--- config.mk ---
export PLATFORM = sky130hd
export DESIGN_NAME = cpu_sequencer
export DESIGN_NICKNAME = d
export VERILOG_FILES = /design/src/rtl/cpu_pkg.sv /design/src/rtl/cpu_decoder.sv /design/src/rtl/cpu_sequencer.sv
export SDC_FILE = /design/constraint.sdc
export NUM_CORES = 1
export LEC_CHECK = 0
export ABC_AREA = 1
export BUFFER_PORTS_ARGS = -buffer_cell sky130_fd_sc_hd__buf_2
export CORE_MARGIN = 2
export CORE_UTILIZATION = 35
export DETAILED_ROUTE_END_ITERATION = 10
export PLACE_DENSITY = 0.67
export SLEW_MARGIN = 10
export SYNTH_ARGS = -nofsm -noshare
export SYNTH_HDL_FRONTEND = slang
export SYNTH_HIERARCHICAL = 1
export SYNTH_SLANG_ARGS = --single-unit
--- constraint.sdc ---
create_clock -name clk -period 1.2 [get_ports clk]
set_input_delay 0.06 -clock clk [delete_from_list [all_inputs] [get_ports clk]]
set_output_delay 0.06 -clock clk [all_outputs]
set_load 0.02 [all_outputs]
--- src/rtl/cpu_pkg.sv ---
// Shared types and constants for the tt_um_cthorens_cpu sequencer and decoder.
package cpu_pkg;

    typedef enum logic [1:0] {
        FETCH  = 2'd0,
        DECODE = 2'd1,
        EXEC   = 2'd2,
        HALTED = 2'd3
    } state_t;

    typedef enum logic [1:0] {
        CLS_SYS = 2'b00,
        CLS_LDI = 2'b01,
        CLS_ALU = 2'b10,
        CLS_JMP = 2'b11
    } cls_t;

    typedef enum logic [1:0] {
        ALU_ADD = 2'b00,
        ALU_SUB = 2'b01,
        ALU_AND = 2'b10,
        ALU_XOR = 2'b11
    } alu_op_t;

    localparam logic [7:0] HALT_OPCODE = 8'h3F;

endpackage

--- src/rtl/cpu_decoder.sv ---
// Combinational instruction-register decoder: splits IR into its fields.
module cpu_decoder
    import cpu_pkg::*;
#(
    parameter int PC_W = 5
) (
    input  logic [7:0]      ir,
    output cls_t            cls,
    output logic [1:0]      rd,
    output logic [1:0]      rs,
    output alu_op_t         op,
    output logic [7:0]      imm,
    output logic [PC_W-1:0] target,
    output logic            is_halt,
    output logic            is_cond
);

    // Field extraction; the ALU op is forced to ADD outside the ALU class.
    always_comb begin
        cls     = cls_t'(ir[7:6]);
        rd      = ir[5:4];
        rs      = ir[3:2];
        op      = (cls == CLS_ALU) ? alu_op_t'(ir[1:0]) : ALU_ADD;
        imm     = {4'b0000, ir[3:0]};
        target  = ir[PC_W-1:0];
        is_halt = (ir == HALT_OPCODE);
        is_cond = ir[5];
    end

endmodule

--- src/rtl/cpu_sequencer.sv ---
// Three-cycle FETCH/DECODE/EXEC instruction sequencer owning PC, IR and the
// zero flag, and driving the register-file/ALU control lines from IR.
module cpu_sequencer
    import cpu_pkg::*;
#(
    parameter int PC_W = 5
) (
    input  logic            clk,
    input  logic            rst_n,
    input  logic            i_en,
    output logic [PC_W-1:0] o_rom_addr,
    input  logic [7:0]      i_rom_data,
    output logic [1:0]      o_rs_a,
    output logic [1:0]      o_rs_b,
    output logic [1:0]      o_alu_op,
    output logic            o_reg_we,
    output logic [1:0]      o_reg_waddr,
    output logic            o_wsel,
    output logic [7:0]      o_imm,
    input  logic            i_alu_zero,
    output logic            o_halted,
    output logic            o_retire
);

    state_t          state, state_nxt;
    logic [PC_W-1:0] pc, pc_nxt;
    logic [7:0]      ir, ir_nxt;
    logic            z, z_nxt;
    logic            reg_we, retire;

    cls_t            cls;
    logic [1:0]      rd, rs;
    alu_op_t         op;
    logic [7:0]      imm;
    logic [PC_W-1:0] target;
    logic            is_halt, is_cond;

    cpu_decoder #(.PC_W(PC_W)) u_decoder (
        .ir      (ir),
        .cls     (cls),
        .rd      (rd),
        .rs      (rs),
        .op      (op),
        .imm     (imm),
        .target  (target),
        .is_halt (is_halt),
        .is_cond (is_cond)
    );

    // Next-state, PC/IR/Z update and write/retire strobes; i_en low holds everything.
    always_comb begin
        state_nxt = state;
        pc_nxt    = pc;
        ir_nxt    = ir;
        z_nxt     = z;
        reg_we    = 1'b0;
        retire    = 1'b0;
        case (state)
            FETCH: begin
                if (i_en) state_nxt = DECODE;
            end
            DECODE: begin
                if (i_en) begin
                    ir_nxt    = i_rom_data;
                    state_nxt = EXEC;
                end
            end
            EXEC: begin
                if (i_en) begin
                    retire = 1'b1;
                    reg_we = (cls == CLS_LDI) || (cls == CLS_ALU);
                    if (cls == CLS_ALU) z_nxt = i_alu_zero;
                    if (is_halt) begin
                        state_nxt = HALTED;
                    end else begin
                        state_nxt = FETCH;
                        if ((cls == CLS_JMP) && (!is_cond || z)) pc_nxt = target;
                        else                                     pc_nxt = pc + PC_W'(1);
                    end
                end
            end
            HALTED: begin
                state_nxt = HALTED;
            end
            default: begin
                state_nxt = FETCH;
            end
        endcase
    end

    // State, PC, IR and Z registers with synchronous active-low reset.
    always_ff @(posedge clk) begin
        if (!rst_n) begin
            state <= FETCH;
            pc    <= '0;
            ir    <= '0;
            z     <= 1'b0;
        end else begin
            state <= state_nxt;
            pc    <= pc_nxt;
            ir    <= ir_nxt;
            z     <= z_nxt;
        end
    end

    assign o_rom_addr  = pc;
    assign o_rs_a      = rd;
    assign o_rs_b      = rs;
    assign o_reg_waddr = rd;
    assign o_imm       = imm;
    assign o_alu_op    = op;
    assign o_wsel      = (cls == CLS_LDI);
    assign o_reg_we    = rst_n & reg_we;
    assign o_retire    = rst_n & retire;
    assign o_halted    = (state == HALTED);

endmodule

### Word-level counts from Yosys, hierarchy flattened

Index checks and enable logic that the tools add are counted.

* equal/unequal tests: 10
* muxes and demuxes: 11
* bitwise logic cells: 3
* $add $sub $neg: 1
* reduce and logical (&&, ||, !) cells: 9

Operators with widths (number)
* $mux 2: 5
* $reduce_and 3->1: 3
* $eq 2x2->1 const B: 4
* $eq 8x6->1 const B: 1
* $pmux 2 s4: 1
* $ne 2x2->1 const B: 3
* $add 5x1->5 const B: 1
* $mux 5: 1
* $eq 2x1->1 const B: 2
* $mux 1: 4
* $and 1x1->1: 2
* $logic_not 2->1: 1
* $logic_or 1x1->1: 2
* $reduce_and 2->1: 1
* $logic_and 1x1->1: 1
* $logic_not 1->1: 1
* $not 1->1: 1

* register bits after elaboration: 16
* input bits: 12
* output and inout bits: 25

### Depth between registers and ports, before layout

Gate-level depths: netlist of the first run.

* depth in word-level cells: 5
* gate-level depth with buffers: 11
* depth with buffers taken out: 11

### Hierarchy

The synthesis of the first run kept the hierarchy.

By module, submodules not included
* cpu_sequencer: instances 1, sequential area each 320.3 um^2, cells each 122, area each 822.0 um^2
* cpu_decoder: instances 1, sequential area each 0.0 um^2, cells each 34, area each 210.2 um^2

### Worst setup path before layout of the first run

OpenSTA, ideal clock, no wires.

* kind: flip-flop to output port
* from: register ir[6]
* to: output port o_reg_we
* required time: 1.140 ns
* stages on the path, launching flop included: 5
* path slack: -0.143 ns
* arrival: 1.283 ns
* path through: dfxtp_1 buf_4 inv_1 ha_1 nor3_1

* longest elaborated chain between the ends: 5
* elaborated cells on any way between the ends: 6
* classes of those cells: eq/ne (2); mux (2); bitwise (1); reduce/logical (1)

Ends and longest elaborated chain
* from (decl): RTL line cpu_sequencer.sv:27 `logic [7:0] ir, ir_nxt;`
* from (signal assigned): RTL line cpu_sequencer.sv:101 `ir <= ir_nxt;`
* $eq 2x1->1 or $eq 2x2->1 (tied branches): RTL line cpu_sequencer.sv:71 `reg_we = (cls == CLS_LDI) || (cls == CLS_ALU);`
* $logic_or 1x1->1 *: RTL line cpu_sequencer.sv:71
* $mux 1 *: RTL line cpu_sequencer.sv:69 `if (i_en) begin`
* $mux 1 *: RTL line cpu_sequencer.sv:58 `case (state)`
* $and 1x1->1 *: RTL line cpu_sequencer.sv:113 `assign o_reg_we = rst_n & reg_we;`
* to (decl): RTL line cpu_sequencer.sv:16 `output logic o_reg_we,`

Every way passes the cells marked *; elsewhere a longest branch is shown, timed or not.

### Worst setup path after layout of the first run

* from: register ir[7]
* to: output port o_reg_we

Same word-level chain as after synthesis.

==> flow_summary.yaml, run 1 <==
critical_path:
  required_ns: 1.14
  cp_max_fo: 2
  start_kind: "flip-flop"
  r2r_start: "ir[7]"
  path_class: "reg2out"
  r2r-end: "o_rom_addr[3]"
  reg2reg_slack_ns: -0.09
  cp-startpoint: "ir[7]"
  worst_setup_path_end_kind: "output pin"
  r2r_cells: 11
  arrival_ns: 1.25
synthesis:
  yosysWarnings: 6
  synth_top_area_frac: 0.310
  yosysSeqAreaShare: 0.310
  yosysTopAreaCell: "dfxtp_1"
  avgSynthCellArea_um2: 6.62
  yosysUniqueCellTypes: 19
  netlist_top_cells_area: "dfxtp_1, buf_4, nand2_1, nor2_1, inv_1"
  mappedNetlistArea_mm2: 0.00103
  syn_inst: 156
  ys_ff_latch: 16
worst_hold_path:
  hold_end: "ir[6]"
  whs_path_depth: 3
  hold_class: "in2reg"
  hold_path_startpoint: "i_rom_data[6]"
clocking:
  cts-buffers-inserted: 3
  cts_root_buffer: "clkbuf_4"
  clkTransAtPathRegs_ns: 0.08
  cts_tree: "done"
  htree_levels: 1
  worstSkewPairLatency_ns: 0.29
  cts_sinks: 16
  clockBufferDepth: 2
sta:
  tns_ns: -0.595
  setup_ws_ns: -0.114
  rsz0062_at_grt: "yes"
  setup_viol: 9
  fmax_mhz: 761
  fin_crit_sh: 1.10
  slew_violations: 0
  min_period_ns: 1.31
  holdWs_ns: -0.000815
  hold_viol: 1
  skew_ns: 0.00683
job:
  cap_violations: 0
detailed_routing:
  finalWirelength_um: 2330
  drtPass1Iterations: 4
  antenna_left: 0
  wire_per_inst_um: 10.4
  via_count: 1032
  drc_errors: 0
  drt_iter0_markers: 19
  via_per_inst: 4.59
cells_and_area:
  synthToLayoutAreaGrowth_pct: 33.1
  diodes: 0
  finalNonFillerCells: 225
  drive_above_1_share: 0.438
  nNetsFinal: 212
place:
  place_inst: 211
  pre_cts_ws_ns: -0.0459
  place_congestion: 0.792
  dp_hpwl_um: 1660
  port_buffers: 32
die:
  chipHeight_um: 58.3
  dieArea_mm2: 0.00340
  start_util: 0.371
  rows: 19
  coreArea_mm2: 0.00278
  die_x_um: 58.3
  num_io_pins: 37
run_status:
  status: "finished, violations left"
  violations: "hold timing, setup timing"
power_and_ir_drop:
  p_int_uw: 796
  combPwrFrac: 0.249
  power.leakage_nw: 0.705
  switching_power_uw: 345
  ir_drop_v: 0.000834
  cellPowerDensity_mw_per_mm2: 831
  swShare: 0.302
  clock_power_share: 0.246
  power_frac_seq: 0.505
global_route:
  overflow: 0
  grt_max_degree: 13
  antenna_found_initial: 0
  grt_pass1_wl_um: 3750
  grt_pass1_vias: 878
  grt_usage: 0.142
[critical path, stage by stage (launching register included)]
cell and delay [ns]:
dfxtp_2 0.34, buf_6 0.12, ha_4 0.20, nor3_2 0.15
buf_4 0.16
[registers in the layout, indices dropped and copies added (netlist names)]
name	count
ir	8
o_rom_addr	5
state	2
z	1
[cell families (layout without fill, tap and decap cells)]
group / count (synthesis) / after routing / share of synthesized area
other: 1 / 4 / 0.00363
AOI/OAI and AO/OA: 18 / 18 / 0.0897
and+or+nand+nor: 71 / 71 / 0.301
buffers and inverters: 46 / 81 / 0.247
DFF: 16 / 16 / 0.310
adders and majority gates: 4 / 4 / 0.0485
[worst max path at each step]
stage	end	slack, ns	cells past startpoint
5_1_grt	o_rom_addr[3]	-0.23	11
3_3_place_gp	o_rom_addr[0]	0.001	9
4_1_cts	o_reg_we	-0.06	4
3_5_place_dp	o_rom_addr[0]	-0.05	9
2_1_floorplan	o_rom_addr[0]	0.006	8
6_report	o_reg_we	-0.11	4
[routing by layer]
metal  part of all wire  vias to the layer above  track usage
met5                  0                        -            0
met4             0.0073                        0       0.0465
met3              0.061                        2       0.0505
met2               0.51                       28        0.241
met1               0.42                      464        0.165
li1                   -                      538            -
[per-stage QoR]
step / cell area [um2] / total power [mW] / util
floorplan: 1050 / 0.784 / -
global placement: 1170 / 0.821 / 0.421
CTS: 1310 / 1.12 / 0.472
global route: 1370 / 1.20 / 0.494
detailed placement: 1170 / 0.822 / 0.421
finish: 1370 / 1.14 / 0.494
[power by group through the flow]
stage / clock, mW / sequential (mW) / combinational, mW
floorplan: 0 / 0.593 / 0.191
global placement: 0 / 0.587 / 0.234
detailed placement: 0 / 0.588 / 0.234
CTS: 0.278 / 0.574 / 0.265
global route: 0.311 / 0.580 / 0.311
finish: 0.280 / 0.576 / 0.285
[synth_stat cells]
cell,number
nor3_1,1
inv_2,1
inv_1,20
conb_1,1
a21oi_1,5
buf_4,22
nand3_1,8
a211oi_1,1
clkinv_1,2
buf_1,1
nor2_4,2
o21ai_0,12
nor3b_1,2
nor2_1,24
ha_1,4
nand2_2,1
nand4_1,3
nand2_1,30
dfxtp_1,16
[final cells by class]
| cell class | count | area (um2) |
|---|---|---|
| fillers | 272 | 1410 |
| clock buffers | 3 | 22.5 |
| well taps | 31 | 38.8 |
| repair buffers | 55 | 364 |
| multi-input cells | 97 | 528 |
| flip-flops and latches | 16 | 332 |
| inverters | 23 | 88.8 |
[cells in the final DEF (no fill, tap or decap)]
cell           instances
a211oi_2               1
a21oi_1                3
a21oi_2                2
buf_2                 27
buf_4                 22
buf_6                  3
clkbuf_4               3
conb_1                 4
dfxtp_1               11
dfxtp_2                3
dfxtp_4                2
dlygate4sd3_1          3
ha_1                   2
ha_2                   1
ha_4                   1
inv_1                 16
inv_2                  6
inv_4                  1
nand2_1               24
nand2_2                7
nand3_1                8
nand4_1                3
nor2_1                23
nor2_2                 1
nor2_4                 2
nor3_2                 1
nor3b_2                2
o21ai_0               12
[what timing repair did]
item,in CTS,in global routing
setup buffers,6,2
hold buffers,3,0
gates resized for setup,16,19
pin swaps,4,11
endpoints found under the setup margin,9,11
endpoints found under the hold margin,3,0
Note: power is estimated with default switching activity, not from simulation.
==> run 2: changes to the inputs <==
RECOVER_POWER = 50   (was unset)
==> run 2 against run 1 <==
Against the previous run: the flow still finishes with violations (hold timing, setup timing); highest routed layer unchanged; fmax about the same; critical endpoint unchanged; setup slack about the same; combinational power down 2%; final cell count unchanged.
==> flow_summary.yaml, run 2 (same netlist as run 1, synthesis figures left out) <==
clocking:
  htree_levels: 1
  cts_sinks: 16
  cts_tree: "done"
  cts_root_buffer: "clkbuf_4"
  clkTransAtPathRegs_ns: 0.08
  worstSkewPairLatency_ns: 0.29
  cts-buffers-inserted: 3
  clockBufferDepth: 2
worst_hold_path:
  hold_class: "in2reg"
  hold_path_startpoint: "i_rom_data[6]"
  whs_path_depth: 3
  hold_end: "ir[6]"
power_and_ir_drop:
  power_frac_seq: 0.508
  p_int_uw: 789
  combPwrFrac: 0.246
  ir_drop_v: 0.000834
  swShare: 0.305
  total_power_mw: 1.14
  clock_power_share: 0.247
  power.leakage_nw: 0.651
  switching_power_uw: 346
  cellPowerDensity_mw_per_mm2: 836
die:
  start_util: 0.371
  coreArea_mm2: 0.00278
  chipHeight_um: 58.3
  dieArea_mm2: 0.00340
  rows: 19
  die_x_um: 58.3
  num_io_pins: 37
critical_path:
  required_ns: 1.14
  slowest_stage: "dfxtp_2"
  reg2reg_slack_ns: -0.09
  start_kind: "flip-flop"
  r2r_cells: 11
  cp_max_fo: 2
  r2r_start: "ir[7]"
  worst-path-buf-inv: 2
  path_class: "reg2out"
  worst_setup_path_end_kind: "output pin"
  r2r-end: "o_rom_addr[3]"
  arrival_ns: 1.25
  max_stage_delay_ns: 0.34
  cp_top_family: "flip-flops"
  crit_chain: "buf_6 > ha_4 > nor3_2 > buf_4"
sta:
  slew_violations: 0
  skew_ns: 0.00669
  fmax_mhz: 761
  setup_viol: 9
  fin_crit_sh: 1.10
  min_period_ns: 1.31
  setup_ws_ns: -0.115
  rsz0062_at_grt: "yes"
  hold_viol: 1
  tns_ns: -0.596
  holdWs_ns: -0.000917
detailed_routing:
  via_per_inst: 4.59
  via_count: 1032
  antenna_left: 0
  wire_per_inst_um: 10.4
  drt_iter0_markers: 19
  finalWirelength_um: 2350
  drtPass1Iterations: 4
  drc_errors: 0
global_route:
  grt_max_degree: 13
  grt_pass1_vias: 878
  grt_usage: 0.142
  antenna_found_initial: 0
  grt_pass1_wl_um: 3750
  overflow: 0
place:
  placed_area_mm2: 0.00117
  pre_cts_ws_ns: -0.0459
  port_buffers: 32
  place_congestion: 0.792
  place_inst: 211
  dp_hpwl_um: 1660
cells_and_area:
  finalNonFillerCells: 225
  final_common_cell: "nand2_1"
  diodes: 0
  final_area_mm2: 0.00136
  regMostFlops: "ir"
  largest_reg_flops: 8
  final_cell_mix: "nand2_1, nor2_1, buf_4, inv_1, buf_2"
  synthToLayoutAreaGrowth_pct: 31.5
  nNetsFinal: 212
  fin_util: 0.488
  drive_above_1_share: 0.371
job:
  cap_violations: 0
run_status:
  violations: "hold timing, setup timing"
  status: "finished, violations left"
[run 2: changes by cell type in the layout (fill, tap and decap cells not counted), sizes merged]
cell    change
buf        -13
clkbuf     +13
[run 2: repair_timing]
item | 4_1_cts | 5_1_grt
resized for setup | 16 | 19
setup buffers | 6 | 2
endpoints found under the hold margin | 3 | 0
gates cloned | 0 | 0
endpoints found under the setup margin | 9 | 11
pin swaps | 4 | 11
hold buffers | 3 | 0
[run 2: final cells by class]
type                            count  area [um2]
Timing Repair Buffer               55         348
Tap cell                           31        38.8
Sequential cell                    16         332
Fill cell                         285        1420
Inverter                           23        88.8
Clock buffer                        3        22.5
Multi-Input combinational cell     97         528
[run 2: power by group through the flow]
stage	clock network [mW]	registers (mW)	logic (mW)
2_1_floorplan	0	0.593	0.191
6_report	0.280	0.576	0.279
4_1_cts	0.278	0.574	0.265
5_1_grt	0.311	0.580	0.305
3_3_place_gp	0	0.587	0.234
3_5_place_dp	0	0.588	0.234
[run 2: how the worst max path moves through the flow]
stage / from / endpoint / slack, ns / cells after the start
global route: ir[7] / o_rom_addr[3] / -0.23 / 11
CTS: ir[6] / o_reg_we / -0.06 / 4
global placement: ir[6] / o_rom_addr[0] / 0.001 / 9
floorplan: ir[6] / o_rom_addr[0] / 0.006 / 8
finish: ir[7] / o_reg_we / -0.11 / 4
detailed placement: ir[6] / o_rom_addr[0] / -0.05 / 9
[run 2: routing by layer]
layer / global-route usage / part of all wire
met5: 0 / 0
met4: 0.0465 / 0.0072
met3: 0.0505 / 0.060
met2: 0.241 / 0.51
met1: 0.165 / 0.42
[run 2: worst register-to-register path, stage by stage, from the launching register on]
cell,delay [ns]
dfxtp_2,0.36
buf_6,0.11
nor2_2,0.03
nand2_1,0.05
nor2_1,0.03
inv_1,0.07
nand2_2,0.08
nor2_4,0.23
nand2_2,0.08
inv_2,0.06
nand2_2,0.04
a21oi_2,0.12
